## src/rtl/mcs4_bus_master.sv

```systemverilog
// MCS-4 bus initiator: generates the two-phase clocks and SYNC, and runs one machine cycle
// per accepted request (address out, opcode capture, X-phase I/O). Bus outputs are registered.
module mcs4_bus_master #(
   parameter int TICK_DIV = 13
) (
   input  logic        sys_clk,
   input  logic        reset_n,
   input  logic        req_valid,
   output logic        req_ready,
   input  logic [1:0]  req_kind,
   input  logic [11:0] req_addr,
   input  logic [3:0]  req_cmram,
   input  logic [7:0]  req_data,
   output logic        resp_valid,
   output logic [3:0]  resp_opr,
   output logic [3:0]  resp_opa,
   output logic [3:0]  resp_data,
   output logic        clk1,
   output logic        clk2,
   output logic        sync_n,
   output logic        cmrom_n,
   output logic [3:0]  cmram_n,
   output logic [3:0]  dout_n,
   output logic        doe,
   input  logic [3:0]  din_n
);

   localparam int DW = $clog2(TICK_DIV);
   localparam logic [DW-1:0] DIV_MAX = DW'(TICK_DIV - 1);

   localparam logic [2:0] SC_A1 = 3'd0;
   localparam logic [2:0] SC_A2 = 3'd1;
   localparam logic [2:0] SC_A3 = 3'd2;
   localparam logic [2:0] SC_M1 = 3'd3;
   localparam logic [2:0] SC_M2 = 3'd4;
   localparam logic [2:0] SC_X1 = 3'd5;
   localparam logic [2:0] SC_X2 = 3'd6;
   localparam logic [2:0] SC_X3 = 3'd7;

   localparam logic [1:0] KIND_FETCH = 2'd0;
   localparam logic [1:0] KIND_IO_WR = 2'd1;
   localparam logic [1:0] KIND_IO_RD = 2'd2;
   localparam logic [1:0] KIND_SRC   = 2'd3;

   logic [DW-1:0] div_q;
   logic [2:0]    step_q;
   logic [2:0]    sub_q;
   logic          tick;
   logic          cap_tick;
   logic          cycle_end;

   logic          active_q;
   logic [1:0]    kind_q;
   logic [11:0]   addr_q;
   logic [3:0]    cmram_q;
   logic [7:0]    data_q;
   logic [3:0]    opr_q;
   logic [3:0]    opa_q;

   logic          clk1_d;
   logic          clk2_d;
   logic          sync_d;
   logic          cmrom_d;
   logic [3:0]    cmram_d;
   logic [3:0]    dout_d;
   logic          doe_d;

   assign tick      = (div_q == DIV_MAX);
   assign cap_tick  = tick && (step_q == 3'd5);
   assign cycle_end = tick && (step_q == 3'd6) && (sub_q == SC_X3);
   assign req_ready = cycle_end && req_valid;

   always_ff @(posedge sys_clk or negedge reset_n) begin
      if (!reset_n) begin
         div_q  <= '0;
         step_q <= 3'd0;
         sub_q  <= SC_X3;
      end else begin
         div_q <= tick ? '0 : div_q + 1'b1;
         if (tick) begin
            if (step_q == 3'd6) begin
               step_q <= 3'd0;
               sub_q  <= sub_q + 3'd1;
            end else begin
               step_q <= step_q + 3'd1;
            end
         end
      end
   end

   // A request is taken only at the very end of X3; an idle cycle still runs clocks and SYNC.
   always_ff @(posedge sys_clk or negedge reset_n) begin
      if (!reset_n) begin
         active_q <= 1'b0;
         kind_q   <= KIND_FETCH;
         addr_q   <= '0;
         cmram_q  <= '0;
         data_q   <= '0;
      end else if (cycle_end) begin
         active_q <= req_valid;
         if (req_valid) begin
            kind_q  <= req_kind;
            addr_q  <= req_addr;
            cmram_q <= req_cmram;
            data_q  <= req_data;
         end
      end
   end

   always_ff @(posedge sys_clk or negedge reset_n) begin
      if (!reset_n) begin
         opr_q      <= '0;
         opa_q      <= '0;
         resp_valid <= 1'b0;
         resp_opr   <= '0;
         resp_opa   <= '0;
         resp_data  <= '0;
      end else begin
         resp_valid <= 1'b0;
         if (cap_tick && active_q && sub_q == SC_M1) opr_q <= ~din_n;
         if (cap_tick && active_q && sub_q == SC_M2) opa_q <= ~din_n;
         if (cap_tick && active_q && sub_q == SC_X2 && kind_q != KIND_SRC) begin
            resp_valid <= 1'b1;
            resp_opr   <= opr_q;
            resp_opa   <= opa_q;
            resp_data  <= (kind_q == KIND_IO_RD) ? ~din_n : 4'h0;
         end
         // SRC still drives the bus in X3, so it only completes at the end of the cycle.
         if (cycle_end && active_q && kind_q == KIND_SRC) begin
            resp_valid <= 1'b1;
            resp_opr   <= opr_q;
            resp_opa   <= opa_q;
            resp_data  <= 4'h0;
         end
      end
   end

   always_comb begin
      clk1_d  = !(step_q == 3'd0 || step_q == 3'd1);
      clk2_d  = !(step_q == 3'd4 || step_q == 3'd5);
      sync_d  = (sub_q != SC_X3);
      doe_d   = 1'b0;
      dout_d  = 4'hF;
      cmrom_d = 1'b1;
      cmram_d = 4'hF;
      if (active_q) begin
         case (sub_q)
            SC_A1: begin
               doe_d  = 1'b1;
               dout_d = ~addr_q[3:0];
            end
            SC_A2: begin
               doe_d  = 1'b1;
               dout_d = ~addr_q[7:4];
            end
            SC_A3: begin
               doe_d   = 1'b1;
               dout_d  = ~addr_q[11:8];
               cmrom_d = 1'b0;
               cmram_d = ~cmram_q;
            end
            SC_M2: begin
               if (kind_q == KIND_IO_WR || kind_q == KIND_IO_RD) begin
                  cmrom_d = 1'b0;
                  cmram_d = ~cmram_q;
               end
            end
            SC_X2: begin
               if (kind_q == KIND_IO_WR) begin
                  doe_d  = 1'b1;
                  dout_d = ~data_q[3:0];
               end else if (kind_q == KIND_SRC) begin
                  doe_d   = 1'b1;
                  dout_d  = ~data_q[7:4];
                  cmrom_d = 1'b0;
                  cmram_d = ~cmram_q;
               end
            end
            SC_X3: begin
               if (kind_q == KIND_SRC) begin
                  doe_d  = 1'b1;
                  dout_d = ~data_q[3:0];
               end
            end
            default: begin
            end
         endcase
      end
   end

   always_ff @(posedge sys_clk or negedge reset_n) begin
      if (!reset_n) begin
         clk1    <= 1'b1;
         clk2    <= 1'b1;
         sync_n  <= 1'b1;
         cmrom_n <= 1'b1;
         cmram_n <= 4'hF;
         dout_n  <= 4'hF;
         doe     <= 1'b0;
      end else begin
         clk1    <= clk1_d;
         clk2    <= clk2_d;
         sync_n  <= sync_d;
         cmrom_n <= cmrom_d;
         cmram_n <= cmram_d;
         dout_n  <= dout_d;
         doe     <= doe_d;
      end
   end

endmodule

```

## config.mk

```make
export PLATFORM = sky130hd
export DESIGN_NAME = mcs4_bus_master
export DESIGN_NICKNAME = d
export VERILOG_FILES = /design/src/rtl/mcs4_bus_master.sv
export SDC_FILE = /design/constraint.sdc
export NUM_CORES = 1
export LEC_CHECK = 0
export BUFFER_PORTS_ARGS = -buffer_cell sky130_fd_sc_hd__buf_2
export CAP_MARGIN = 10
export CORE_ASPECT_RATIO = 1.1
export CORE_MARGIN = 2
export CORE_UTILIZATION = 55
export CTS_CLUSTER_DIAMETER = 60
export DETAILED_ROUTE_END_ITERATION = 8
export PLACE_DENSITY = 0.79
export SETUP_SLACK_MARGIN = 0.3
export SLEW_MARGIN = 20
export SYNTH_ARGS = -nofsm -noshare
export SYNTH_HDL_FRONTEND = slang
export SYNTH_SLANG_ARGS = --single-unit
```

## constraint.sdc

```tcl
create_clock -name sys_clk -period 2.9 [get_ports sys_clk]
set_input_delay 0.58 -clock sys_clk [delete_from_list [all_inputs] [get_ports sys_clk]]
set_output_delay 0.58 -clock sys_clk [all_outputs]
set_load 0.01 [all_outputs]
```

==> metrics.log, run 1 <==
INFO  metric layout_cell_share_with_drive_strength_beyond_1 = 0.420
INFO  metric globalplace.congestion = 0.840
INFO  metric core_region_area = 5700 µm²
INFO  metric drtIter0Drc = 141
INFO  metric min_path_type = input pin to asynchronous set/reset pin
INFO  metric crit_start = sub_q[0]$_DFFE_PN1N_
INFO  metric cp_slowest_stage_delay = 0.56 ns
INFO  metric dpl.hpwl = 4210 µm
INFO  metric start_kind = flip-flop
INFO  metric ctsHtreeMaxLevel = 3
INFO  metric synthMostInstantiatedCell = sky130_fd_sc_hd__dfrtp_1
INFO  metric fin_skew = 0.0103 ns
INFO  metric final.period_utilization = 0.870
INFO  metric globalRouteOverflowTotal = 0
INFO  metric cts_buffer_depth = 2
INFO  metric worst_slew_margin_rel = 0.440
INFO  metric ios = 60
INFO  metric die_width = 76.7 µm
INFO  metric vias = 2,124
INFO  metric cap_violations = 0
INFO  metric timing.final.setup_violations = 0
INFO  metric period_minus_slack = 2.52 ns
INFO  metric power_leakage = 0.00180 µW
INFO  metric critPathKind = flip-flop to output port
INFO  metric hold_violations = 0
INFO  metric crit_path_max_fanout = 6
INFO  metric post-route-drc-count = 0
INFO  metric grt_first_pass_wirelength = 10,200 µm
INFO  metric worst_r2r_startpoint = sub_q[0]$_DFFE_PN1N_
INFO  metric critical-path-slowest-cell = sky130_fd_sc_hd__dfstp_2
INFO  metric fin_cells = 403
INFO  metric detail-route-antenna-nets = 0
INFO  metric io_buffer_count = 59
INFO  metric cts_root_buf = sky130_fd_sc_hd__clkbuf_8
INFO  metric post_synth_most_frequent_cells = sky130_fd_sc_hd__dfrtp_1 (56), sky130_fd_sc_hd__inv_1 (27), sky130_fd_sc_hd__mux2_2 (27)
INFO  metric sequential_cell_area_fraction_in_the_yosys_report = 0.562
INFO  metric timing.critical_path.depth = 6
INFO  metric holdBufCountCts = 0
INFO  metric critPathCapture = req_ready
INFO  metric postSynthRegisterBits = 71
INFO  metric vias_per_cell = 5.27
INFO  metric worst-r2r-setup-slack = 0.39 ns
INFO  metric fmaxAchievable = 396 MHz
INFO  metric critPathCaptureType = output port
INFO  metric slew_viol_final = 0
INFO  metric reg2regPathDepth = 6
INFO  metric synth-async-reset-ratio = 1.00
INFO  metric route.detailed.wl_per_inst = 14.8 µm
INFO  metric ir_drop = 0.000354 V
INFO  metric critical_path_buf_inv_count = 2
INFO  metric synthesis.area = 3190 µm²
INFO  metric unrepaired_setup_endpoints_after_global_routing = true
INFO  metric synth-edff-count = 0
INFO  metric yosysTopAreaCell = sky130_fd_sc_hd__dfrtp_1
INFO  metric clock_transition_at_the_register_clock_pins_on_the_worst_setup_and_hold_paths_after_cts = 0.08 ns
INFO  metric status = finished clean
INFO  metric worst-endpoint-arrival = 1.94 ns
INFO  metric num_antenna_cells = 0
INFO  metric dp_cells = 384
INFO  metric clock_sinks = 71
INFO  metric fill_cells = 452
INFO  metric worst_path_dominant_cell_family = flip-flops
INFO  metric first_global_vias = 2,075
INFO  metric cp_cell_sequence = ha_2, ha_4, inv_1, nor2_2, and3_4, buf_2
INFO  metric post-synth-top-area-fraction = 0.439
INFO  metric row_count = 29
INFO  metric power_per_cell_area = 479 nW/µm²
INFO  metric gr-usage-all-layers = 0.205
INFO  metric area.growth.synth_to_final = 17.9%
INFO  metric timing.rr.end = resp_opr[1]$_DFFE_PN0P_
INFO  metric synth_top_cells_by_area = sky130_fd_sc_hd__dfrtp_1 (44%), sky130_fd_sc_hd__dfstp_2 (12%), sky130_fd_sc_hd__mux2_2 (9.5%)
INFO  metric clock_tree_from_tritoncts = built
INFO  metric start_util = 0.561
INFO  metric postSynth.topFlopCell = sky130_fd_sc_hd__dfrtp_1
INFO  metric synth-warning-count = 0
INFO  metric number_of_clock_buffers_inserted_by_tritoncts = 9
INFO  metric postSynthNetCount = 300
INFO  metric drt_wl_total = 5980 µm
INFO  metric dieHeight = 83.9 µm
INFO  metric crit_required = 2.32 ns
INFO  metric tightest_slew = 0.840 ns
INFO  metric dieArea = 6430 µm²
INFO  metric initial_antenna_violation_count = 0
INFO  metric clk-insertion-delay-late = 0.34 ns
INFO  metric synth.avg_cell_area = 12.5 µm²
INFO  metric grt_start_max_net_pins = 42
INFO  metric layout.nets = 366
INFO  metric detailedRoute.firstPassIterationCount = 5
INFO  metric postSynthCellCount = 255
INFO  metric finalSetupTns = 0 ns
INFO  metric synth_cell_type_count = 43
[flip-flops by register name, indices dropped and copies added (netlist names), 2 cells and up]
| name | cells |
|---|---|
| div_q | 4 |
| resp_data | 4 |
| cmram_n | 4 |
| dout_n | 4 |
| opa_q | 4 |
| resp_opa | 4 |
| step_q | 3 |
| addr_q | 12 |
| sub_q | 3 |
| resp_opr | 4 |
| opr_q | 4 |
| kind_q | 2 |
| cmram_q | 4 |
| data_q | 8 |
[cell type report]
class,count,area [µm²],area share
repair buffers,65,353,0.0937
well taps,77,96.3,0.0256
inverters,27,101,0.0269
multi-input cells,147,1230,0.326
clock buffers,10,128,0.0339
flip-flops and latches,71,1800,0.478
clock inverters,6,61.3,0.0163
[placed cells by master (no fill, tap or decap), types with 5 or more instances in the layout]
cell type / netlist / routed
sky130_fd_sc_hd__buf_2: 2 / 59
sky130_fd_sc_hd__dfrtp_1: 56 / 56
sky130_fd_sc_hd__inv_1: 27 / 27
sky130_fd_sc_hd__mux2_2: 27 / 27
sky130_fd_sc_hd__o21ai_0: 17 / 17
sky130_fd_sc_hd__nand2_1: 14 / 14
sky130_fd_sc_hd__dfstp_2: 15 / 14
sky130_fd_sc_hd__ha_1: 12 / 10
sky130_fd_sc_hd__clkbuf_8: 0 / 9
sky130_fd_sc_hd__a21o_1: 7 / 7
sky130_fd_sc_hd__o22ai_1: 6 / 6
sky130_fd_sc_hd__a21oi_1: 6 / 6
sky130_fd_sc_hd__nor2_1: 7 / 6
sky130_fd_sc_hd__mux2_4: 5 / 5
sky130_fd_sc_hd__buf_4: 1 / 5
[report_power, final]
part | switching (µW) | leakage, µW | internal, µW
logic | 30.3 | 0.000835 | 22.0
registers | 1.34 | 0.000870 | 993
clock network | 361 | 0.0000960 | 394
total | 393 | 0.00180 | 1410
[how the worst min path moves through the flow]
| stage | start | to | slack, ns |
|---|---|---|---|
| after floorplan | reset_n | active_q$_DFFE_PN0N_ | 0.28 |
| after global placement | opr_q[1]$_DFFE_PN0P_ | opr_q[1]$_DFFE_PN0P_ | 0.46 |
| after detailed placement | resp_data[2]$_DFFE_PN0P_ | resp_data[2]$_DFFE_PN0P_ | 0.47 |
| after CTS | reset_n | step_q[1]$_DFFE_PN0N_ | 0.29 |
| after global routing | reset_n | step_q[1]$_DFFE_PN0N_ | 0.33 |
| final | reset_n | step_q[1]$_DFFE_PN0N_ | 0.28 |
[per-stage QoR]
stage / setup slack, ns / util / cell area, µm² / hold slack (ns) / total power (µW)
after floorplan: 0.692 / - / 3190 / 0.284 / 1020
after global placement: 0.439 / 0.619 / 3530 / 0.461 / 1070
after detailed placement: 0.422 / 0.619 / 3530 / 0.469 / 1070
after CTS: 0.316 / 0.655 / 3730 / 0.290 / 1820
after global routing: 0.262 / 0.661 / 3770 / 0.326 / 1880
final: 0.377 / 0.661 / 3770 / 0.276 / 1800
[per-layer routing]
layer / vias to the layer above / GRT usage / share of wire
met5: - / 0 / 0
met4: 0 / 0.0793 / 0.013
met3: 8 / 0.0595 / 0.054
met2: 67 / 0.311 / 0.48
met1: 1029 / 0.280 / 0.45
li1: 1020 / - / -
[timing repair]
item | CTS | global route
pin swaps | 0 | 1
endpoints found under the setup margin | 1 | 4
setup buffers | 0 | 3
resized for setup | 5 | 2
[logic make-up after synthesis]
kind of cell    share of synthesized area
fa+ha+maj                          0.0470
compound gates                      0.117
simple gates                       0.0694
flops                               0.562
buf+inv                            0.0603
xor+xnor                          0.00549
mux                                 0.138
No activity file was read; power rests on OpenSTA's default activity.
==> inputs of run 2 (changes only) <==
--- a/config.mk
+++ b/config.mk
@@ -12,7 +12,7 @@
 export CORE_UTILIZATION = 55
 export CTS_CLUSTER_DIAMETER = 60
 export DETAILED_ROUTE_END_ITERATION = 8
-export PLACE_DENSITY = 0.79
+export PLACE_DENSITY = 0.85
 export SETUP_SLACK_MARGIN = 0.3
 export SLEW_MARGIN = 20
 export SYNTH_ARGS = -nofsm -noshare
==> run 2 against run 1 <==
Compared with the run above: die area unchanged; setup slack worse by 0.0028 ns; critical path depth did not move; first-iteration DRC count fell by 28%; register-to-register slack improved by 0.20 ns; clock power rose by 26%; critical path type unchanged; largest cell class unchanged.
==> metrics.log, run 2 (synthesized netlist as in run 1, its figures left out) <==
INFO  metric fin_total_pwr = 2000 µW (+11%)
INFO  metric status = finished clean
INFO  metric fill_cells = 431 (-4.6%)
INFO  metric worst_slew_margin_rel = 0.467 (+0.0272)
INFO  metric area.growth.synth_to_final = 19.3%
INFO  metric hold_ws = 0.316 ns (+0.0398 ns)
INFO  metric finalSetupTns = 0 ns (unchanged)
INFO  metric biggestRegsByFlops = addr_q (12), data_q (8)
INFO  metric timing.final.setup_violations = 0 (unchanged)
INFO  metric detail-route-antenna-nets = 0 (unchanged)
INFO  metric min_path_type = input pin to asynchronous set/reset pin
INFO  metric holdBufCountCts = 0 (unchanged)
INFO  metric period_minus_slack = 2.53 ns (+0.00281 ns)
INFO  metric ios = 60 (unchanged)
INFO  metric vias = 2,143 (+0.89%)
INFO  metric grt_first_pass_wirelength = 10,600 µm (+4.4%)
INFO  metric drt_wl_total = 6160 µm (+2.9%)
INFO  metric place_ws = 0.425 ns (+0.00284 ns)
INFO  metric critPathKind = flip-flop to output port
INFO  metric cap_violations = 0 (unchanged)
INFO  metric slew_viol_final = 0 (unchanged)
INFO  metric detailedRoute.firstPassIterationCount = 4 (-1)
INFO  metric timing.critical_path.depth = 6 (unchanged)
INFO  metric ir_drop = 0.000511 V (+44%)
INFO  metric critical_path_buf_inv_count = 2 (unchanged)
INFO  metric largest_register = addr_q
INFO  metric io_buffer_count = 59 (unchanged)
INFO  metric vias_per_cell = 5.34 (+1.4%)
INFO  metric dieArea = 6430 µm² (unchanged)
INFO  metric route.detailed.wl_per_inst = 15.3 µm (+3.4%)
INFO  metric worst_r2r_startpoint = sub_q[0]$_DFFE_PN1N_
INFO  metric globalRouteOverflowTotal = 0 (unchanged)
INFO  metric crit_start = sub_q[0]$_DFFE_PN1N_
INFO  metric crit_path_max_fanout = 6 (unchanged)
INFO  metric worst_path_dominant_cell_family = flip-flops
INFO  metric ctsHtreeMaxLevel = 3 (unchanged)
INFO  metric layout_cell_share_with_drive_strength_beyond_1 = 0.417 (-0.00358)
INFO  metric layout.nets = 364 (-0.55%)
INFO  metric core_region_area = 5700 µm² (unchanged)
INFO  metric start_kind = flip-flop
INFO  metric drtIter0Drc = 102 (-28%)
INFO  metric row_count = 29 (unchanged)
INFO  metric first_global_vias = 2,248 (+8.3%)
INFO  metric clock_sinks = 71 (unchanged)
INFO  metric worst-endpoint-arrival = 1.95 ns (about the same)
INFO  metric globalplace.congestion = 0.848 (+1.0%)
INFO  metric cts_buffer_depth = 2 (unchanged)
INFO  metric fmaxAchievable = 396 MHz (-0.11%)
INFO  metric tightest_slew = 0.799 ns (-0.0408 ns)
INFO  metric highest_layer = met4
INFO  metric fin_skew = 0.00879 ns (-0.00150 ns)
INFO  metric dpl.hpwl = 4570 µm (+8.6%)
INFO  metric critical-path-slowest-cell = sky130_fd_sc_hd__dfstp_2
INFO  metric grt_start_max_net_pins = 37 (-12%)
INFO  metric finalWorstSetupSlack = 0.375 ns (-0.00281 ns)
INFO  metric clock_tree_from_tritoncts = built
INFO  metric met3_wirelength = 319 µm (-1.2%)
INFO  metric layout.core_utilization = 0.669 (+0.00769)
INFO  metric cts_root_buf = sky130_fd_sc_hd__clkbuf_8
INFO  metric met2WireLength = 3080 µm (+6.5%)
INFO  metric cp_cell_sequence = ha_1, ha_2, inv_1, nor2_4, and3_4, buf_2
INFO  metric hold_violations = 0 (unchanged)
INFO  metric num_antenna_cells = 0 (unchanged)
INFO  metric route.layer.met1.wl = 2690 µm (-0.22%)
INFO  metric clock_transition_at_the_register_clock_pins_on_the_worst_setup_and_hold_paths_after_cts = 0.07 ns (about the same)
INFO  metric start_util = 0.561 (unchanged)
INFO  metric number_of_clock_buffers_inserted_by_tritoncts = 9 (unchanged)
INFO  metric unrepaired_setup_endpoints_after_global_routing = true
INFO  metric largest_reg_flops = 12 (unchanged)
INFO  metric critPathCaptureType = output port
INFO  metric post-route-drc-count = 0 (unchanged)
INFO  metric most-common-layout-cells = sky130_fd_sc_hd__buf_2 (59), sky130_fd_sc_hd__dfrtp_1 (56), sky130_fd_sc_hd__inv_1 (27), sky130_fd_sc_hd__mux2_2 (27), sky130_fd_sc_hd__o21ai_0 (17)
INFO  metric final.period_utilization = 0.871 (+0.000970)
INFO  metric dieHeight = 83.9 µm (unchanged)
INFO  metric clk-insertion-delay-late = 0.35 ns (about the same)
INFO  metric gr-usage-all-layers = 0.212 (+0.00760)
INFO  metric die_width = 76.7 µm (unchanged)
INFO  metric reg2regPathDepth = 6 (unchanged)
INFO  metric layout_commonest_cell = sky130_fd_sc_hd__buf_2
INFO  metric power_leakage = 0.00182 µW (+0.92%)
INFO  metric crit_required = 2.32 ns (about the same)
INFO  metric initial_antenna_violation_count = 0 (unchanged)
INFO  metric cp_slowest_stage_delay = 0.56 ns (about the same)
INFO  metric power_per_cell_area = 524 nW/µm² (+9.5%)
run 2: cell count changes in the layout (fill, tap and decap cells not counted), sizes merged:
cell,before,now
inv,27,28
clkinv,4,2
buf,65,62
bufinv,1,3
run 2: final cells by class:
type                    count  area [µm²]  area share
clock buffers               9         124      0.0325
clock inverters             7         120      0.0315
inverters                  27         101      0.0266
multi-input cells         147        1230       0.323
flip-flops and latches     71        1800       0.472
well taps                  77        96.3      0.0253
repair buffers             63         338      0.0887
run 2: final timing paths:
kind / endpoint / slack [ns]
max: req_ready / 0.37
min: div_q[2]$_DFF_PN0_ / 0.32
max reg2reg: resp_opr[1]$_DFFE_PN0P_ / 0.59
min reg2reg: opr_q[2]$_DFFE_PN0P_ / 0.49
max in group asynchronous: cmram_n[3]$_DFF_PN1_ / 1.87
min in group sys_clk: resp_data[2]$_DFFE_PN0P_ / 0.43
run 2: repair_timing:
action                     in CTS  in global routing
resized for setup               3                  3
buffers inserted                0                  1
setup endpoints to repair       1                  4
run 2: where the power goes:
group          total [µW]  internal [µW]  switching (µW)
clock                 949            574             376
combinational        52.4           22.0            30.4
sequential            995            993            1.81
total                2000           1590             408
run 2: per-layer routing:
| metal | vias to the layer above | global-route usage |
|---|---|---|
| li1 | 1012 | - |
| met1 | 1058 | 0.270 |
| met2 | 67 | 0.345 |
| met3 | 6 | 0.0693 |
| met4 | 0 | 0.0678 |
| met5 | - | 0 |
run 2: per-stage QoR:
step	area, µm²	std cells
6_report	3810	401
5_1_grt	3810	401
4_1_cts	3780	400
3_5_place_dp	3530	384
3_3_place_gp	3530	384
2_1_floorplan	3190	255
==> inputs of run 3 (changes only) <==
--- a/config.mk
+++ b/config.mk
@@ -7,14 +7,15 @@
 export LEC_CHECK = 0
 export BUFFER_PORTS_ARGS = -buffer_cell sky130_fd_sc_hd__buf_2
 export CAP_MARGIN = 10
-export CORE_ASPECT_RATIO = 1.1
 export CORE_MARGIN = 2
 export CORE_UTILIZATION = 55
 export CTS_CLUSTER_DIAMETER = 60
 export DETAILED_ROUTE_END_ITERATION = 8
+export GPL_TIMING_DRIVEN = 0
 export PLACE_DENSITY = 0.85
 export SETUP_SLACK_MARGIN = 0.3
 export SLEW_MARGIN = 20
 export SYNTH_ARGS = -nofsm -noshare
 export SYNTH_HDL_FRONTEND = slang
 export SYNTH_SLANG_ARGS = --single-unit
+export TNS_END_PERCENT = 10
==> run 3 against run 2 <==
Compared with the run above: first-iteration DRC count is 37% higher; global-route usage rose by 0.99 points; critical endpoint unchanged; sequential power barely moved; final cell count is 1.7% higher.
==> metrics.log, run 3 (synthesized netlist as in run 1, its figures left out) <==
INFO  metric drtIter0Drc = 140 (+37%)
INFO  metric layout.nets = 376 (+3.3%)
INFO  metric critical-path-slowest-cell = sky130_fd_sc_hd__dfstp_2
INFO  metric dieArea = 6430 µm² (about the same)
INFO  metric place_ws = 0.374 ns (-0.0510 ns)
INFO  metric power_leakage = 0.00187 µW (+3.0%)
INFO  metric finalWorstSetupSlack = 0.362 ns (-0.0124 ns)
INFO  metric io_buffer_count = 59 (unchanged)
INFO  metric switchingPower = 400 µW (-1.9%)
INFO  metric slew_viol_final = 0 (unchanged)
INFO  metric dpl.hpwl = 4350 µm (-4.7%)
INFO  metric crit_path_max_fanout = 10 (+4)
INFO  metric most-common-layout-cells = sky130_fd_sc_hd__buf_2 (59), sky130_fd_sc_hd__dfrtp_1 (56), sky130_fd_sc_hd__mux2_2 (27)
INFO  metric timing.rr.end = dout_n[3]$_DFF_PN1_
INFO  metric row_count = 27 (-6.9%)
INFO  metric number_of_clock_buffers_inserted_by_tritoncts = 9 (unchanged)
INFO  metric power.sequential.fraction = 0.496 (-0.002)
INFO  metric cap_violations = 0 (unchanged)
INFO  metric finalSetupTns = 0 ns (unchanged)
INFO  metric worst-endpoint-arrival = 1.96 ns (about the same)
INFO  metric min_path_type = input pin to asynchronous set/reset pin
INFO  metric start_util = 0.576 (+0.0158)
INFO  metric crit_required = 2.32 ns (about the same)
INFO  metric internal_power = 1610 µW (+1.2%)
INFO  metric start_kind = flip-flop
INFO  metric timing.final.setup_violations = 0 (unchanged)
INFO  metric ctsHtreeMaxLevel = 3 (unchanged)
INFO  metric largest_reg_flops = 12 (unchanged)
INFO  metric grt_start_max_net_pins = 38 (+2.7%)
INFO  metric area.growth.synth_to_final = 22.9%
INFO  metric clock_sinks = 71 (unchanged)
INFO  metric ios = 60 (unchanged)
INFO  metric post-route-drc-count = 0 (unchanged)
INFO  metric detailedRoute.firstPassIterationCount = 5 (+1)
INFO  metric grt_first_pass_wirelength = 10,600 µm (+0.12%)
INFO  metric ir_drop = 0.000411 V (-20%)
INFO  metric fmaxAchievable = 394 MHz (-0.49%)
INFO  metric first_global_vias = 2,182 (-2.9%)
INFO  metric globalplace.congestion = 0.848 (about the same)
INFO  metric globalRouteOverflowTotal = 0 (unchanged)
INFO  metric fin_skew = 0.00396 ns (-0.00482 ns)
INFO  metric num_antenna_cells = 0 (unchanged)
INFO  metric tightest_slew = 0.754 ns (-0.0444 ns)
INFO  metric layout_commonest_cell = sky130_fd_sc_hd__buf_2
INFO  metric cp_slowest_stage_delay = 0.59 ns (+0.03 ns)
INFO  metric core_region_area = 5540 µm² (-2.7%)
INFO  metric clock_tree_from_tritoncts = built
INFO  metric critPathCaptureType = output port
INFO  metric drt_wl_total = 6420 µm (+4.2%)
INFO  metric detail-route-antenna-nets = 0 (unchanged)
INFO  metric largest_register = addr_q
INFO  metric cp_cell_sequence = ha_4, ha_4, inv_2, nor2_2, and3_4, buf_6, buf_12, buf_6
INFO  metric layout.core_utilization = 0.708 (+0.0397)
INFO  metric dieHeight = 80.2 µm (-4.4%)
INFO  metric pwr-share-clk = 0.479 (+0.004)
INFO  metric cts_buffer_depth = 2 (unchanged)
INFO  metric worst-r2r-setup-slack = 0.75 ns (+0.16 ns)
INFO  metric initial_antenna_violation_count = 0 (unchanged)
INFO  metric layout_cell_share_with_drive_strength_beyond_1 = 0.438 (+0.0208)
INFO  metric comb_power_share = 0.026 (about the same)
INFO  metric vias_per_cell = 5.50 (+3.0%)
INFO  metric hold_violations = 0 (unchanged)
INFO  metric period_minus_slack = 2.54 ns (+0.0124 ns)
INFO  metric unrepaired_setup_endpoints_after_global_routing = false
INFO  metric gr-usage-all-layers = 0.222 (+0.00990)
INFO  metric clock_transition_at_the_register_clock_pins_on_the_worst_setup_and_hold_paths_after_cts = 0.07 ns (about the same)
INFO  metric worst_r2r_startpoint = sub_q[0]$_DFFE_PN1N_
INFO  metric reg2regPathDepth = 6 (unchanged)
INFO  metric critPathKind = flip-flop to output port
INFO  metric clk-insertion-delay-late = 0.35 ns (about the same)
INFO  metric cts_root_buf = sky130_fd_sc_hd__clkbuf_8
INFO  metric vias = 2,246 (+4.8%)
INFO  metric biggestRegsByFlops = addr_q (12), data_q (8)
INFO  metric switching_power_as_a_share_of_total_power = 0.199 (-0.00486)
INFO  metric die_width = 80.2 µm (+4.6%)
INFO  metric route.detailed.wl_per_inst = 15.7 µm (+2.5%)
INFO  metric worst_slew_margin_rel = 0.493 (+0.0258)
INFO  metric status = finished clean
INFO  metric power_per_cell_area = 511 nW/µm² (-2.4%)
INFO  metric post-route-cell-area = 3930 µm² (+3.0%)
INFO  metric final.period_utilization = 0.875 (+0.00427)
INFO  metric place_area = 3600 µm² (+2.1%)
[run 3: cell count changes in the layout (fill, tap and decap cells not counted), moves of 2 or more]
cell / delta
sky130_fd_sc_hd__ha_1: -2
sky130_fd_sc_hd__clkbuf_1: +3
sky130_fd_sc_hd__buf_4: +5
sky130_fd_sc_hd__ha_4: +2
sky130_fd_sc_hd__buf_6: +3
sky130_fd_sc_hd__buf_12: +2
[run 3: final cells by class]
class,count,area [µm²]
inverters,27,101
flip-flops and latches,71,1800
repair buffers,65,362
clock buffers,10,138
clock inverters,6,108
plain buffers,10,91.3
fillers,409,1620
well taps,72,90.1
multi-input cells,147,1240
[run 3: per-stage QoR]
step,total power (µW),instances,hold slack [ns]
finish,2010,408,0.174
detailed placement,1070,387,0.468
global route,2080,408,0.200
global placement,1060,386,0.461
CTS,2020,405,0.182
floorplan,1020,255,0.284
[run 3: worst max-delay path by stage]
stage	from	to	slack, ns
floorplan	sub_q[0]$_DFFE_PN1N_	req_ready	0.69
global placement	sub_q[0]$_DFFE_PN1N_	req_ready	0.39
detailed placement	sub_q[0]$_DFFE_PN1N_	req_ready	0.37
CTS	div_q[0]$_DFF_PN0_	req_ready	0.30
global route	sub_q[0]$_DFFE_PN1N_	req_ready	0.30
finish	sub_q[1]$_DFFE_PN1N_	req_ready	0.36
[run 3: power groups by stage]
stage	Clock [µW]	Combinational (µW)	Sequential (µW)
6_report	961	51.2	995
5_1_grt	1020	59.3	995
4_1_cts	977	53.1	995
3_5_place_dp	0	52.9	1010
3_3_place_gp	0	48.5	1010
2_1_floorplan	0	2.86	1010
[run 3: critical path: cells and delay by family (launching register included)]
family,cells,cell delay (ns)
flip-flops,1,0.59
buffers and inverters,4,0.40
adder cells (fa/ha/maj),2,0.32
AND/OR/NAND/NOR,2,0.29
[run 3: repair_timing]
action,4_1_cts,5_1_grt
hold buffers,0,0
cloned,0,0
setup buffers,2,3
resized for setup,5,4
pin swaps,1,2
hold endpoints to repair,0,0
endpoints found under the setup margin,1,1
[run 3: metal layers]
layer / share of wire / track usage / up-vias
li1: - / - / 1040
met1: 0.42 / 0.285 / 1121
met2: 0.51 / 0.356 / 72
met3: 0.055 / 0.0629 / 13
met4: 0.018 / 0.0898 / 0
met5: 0 / 0 / -
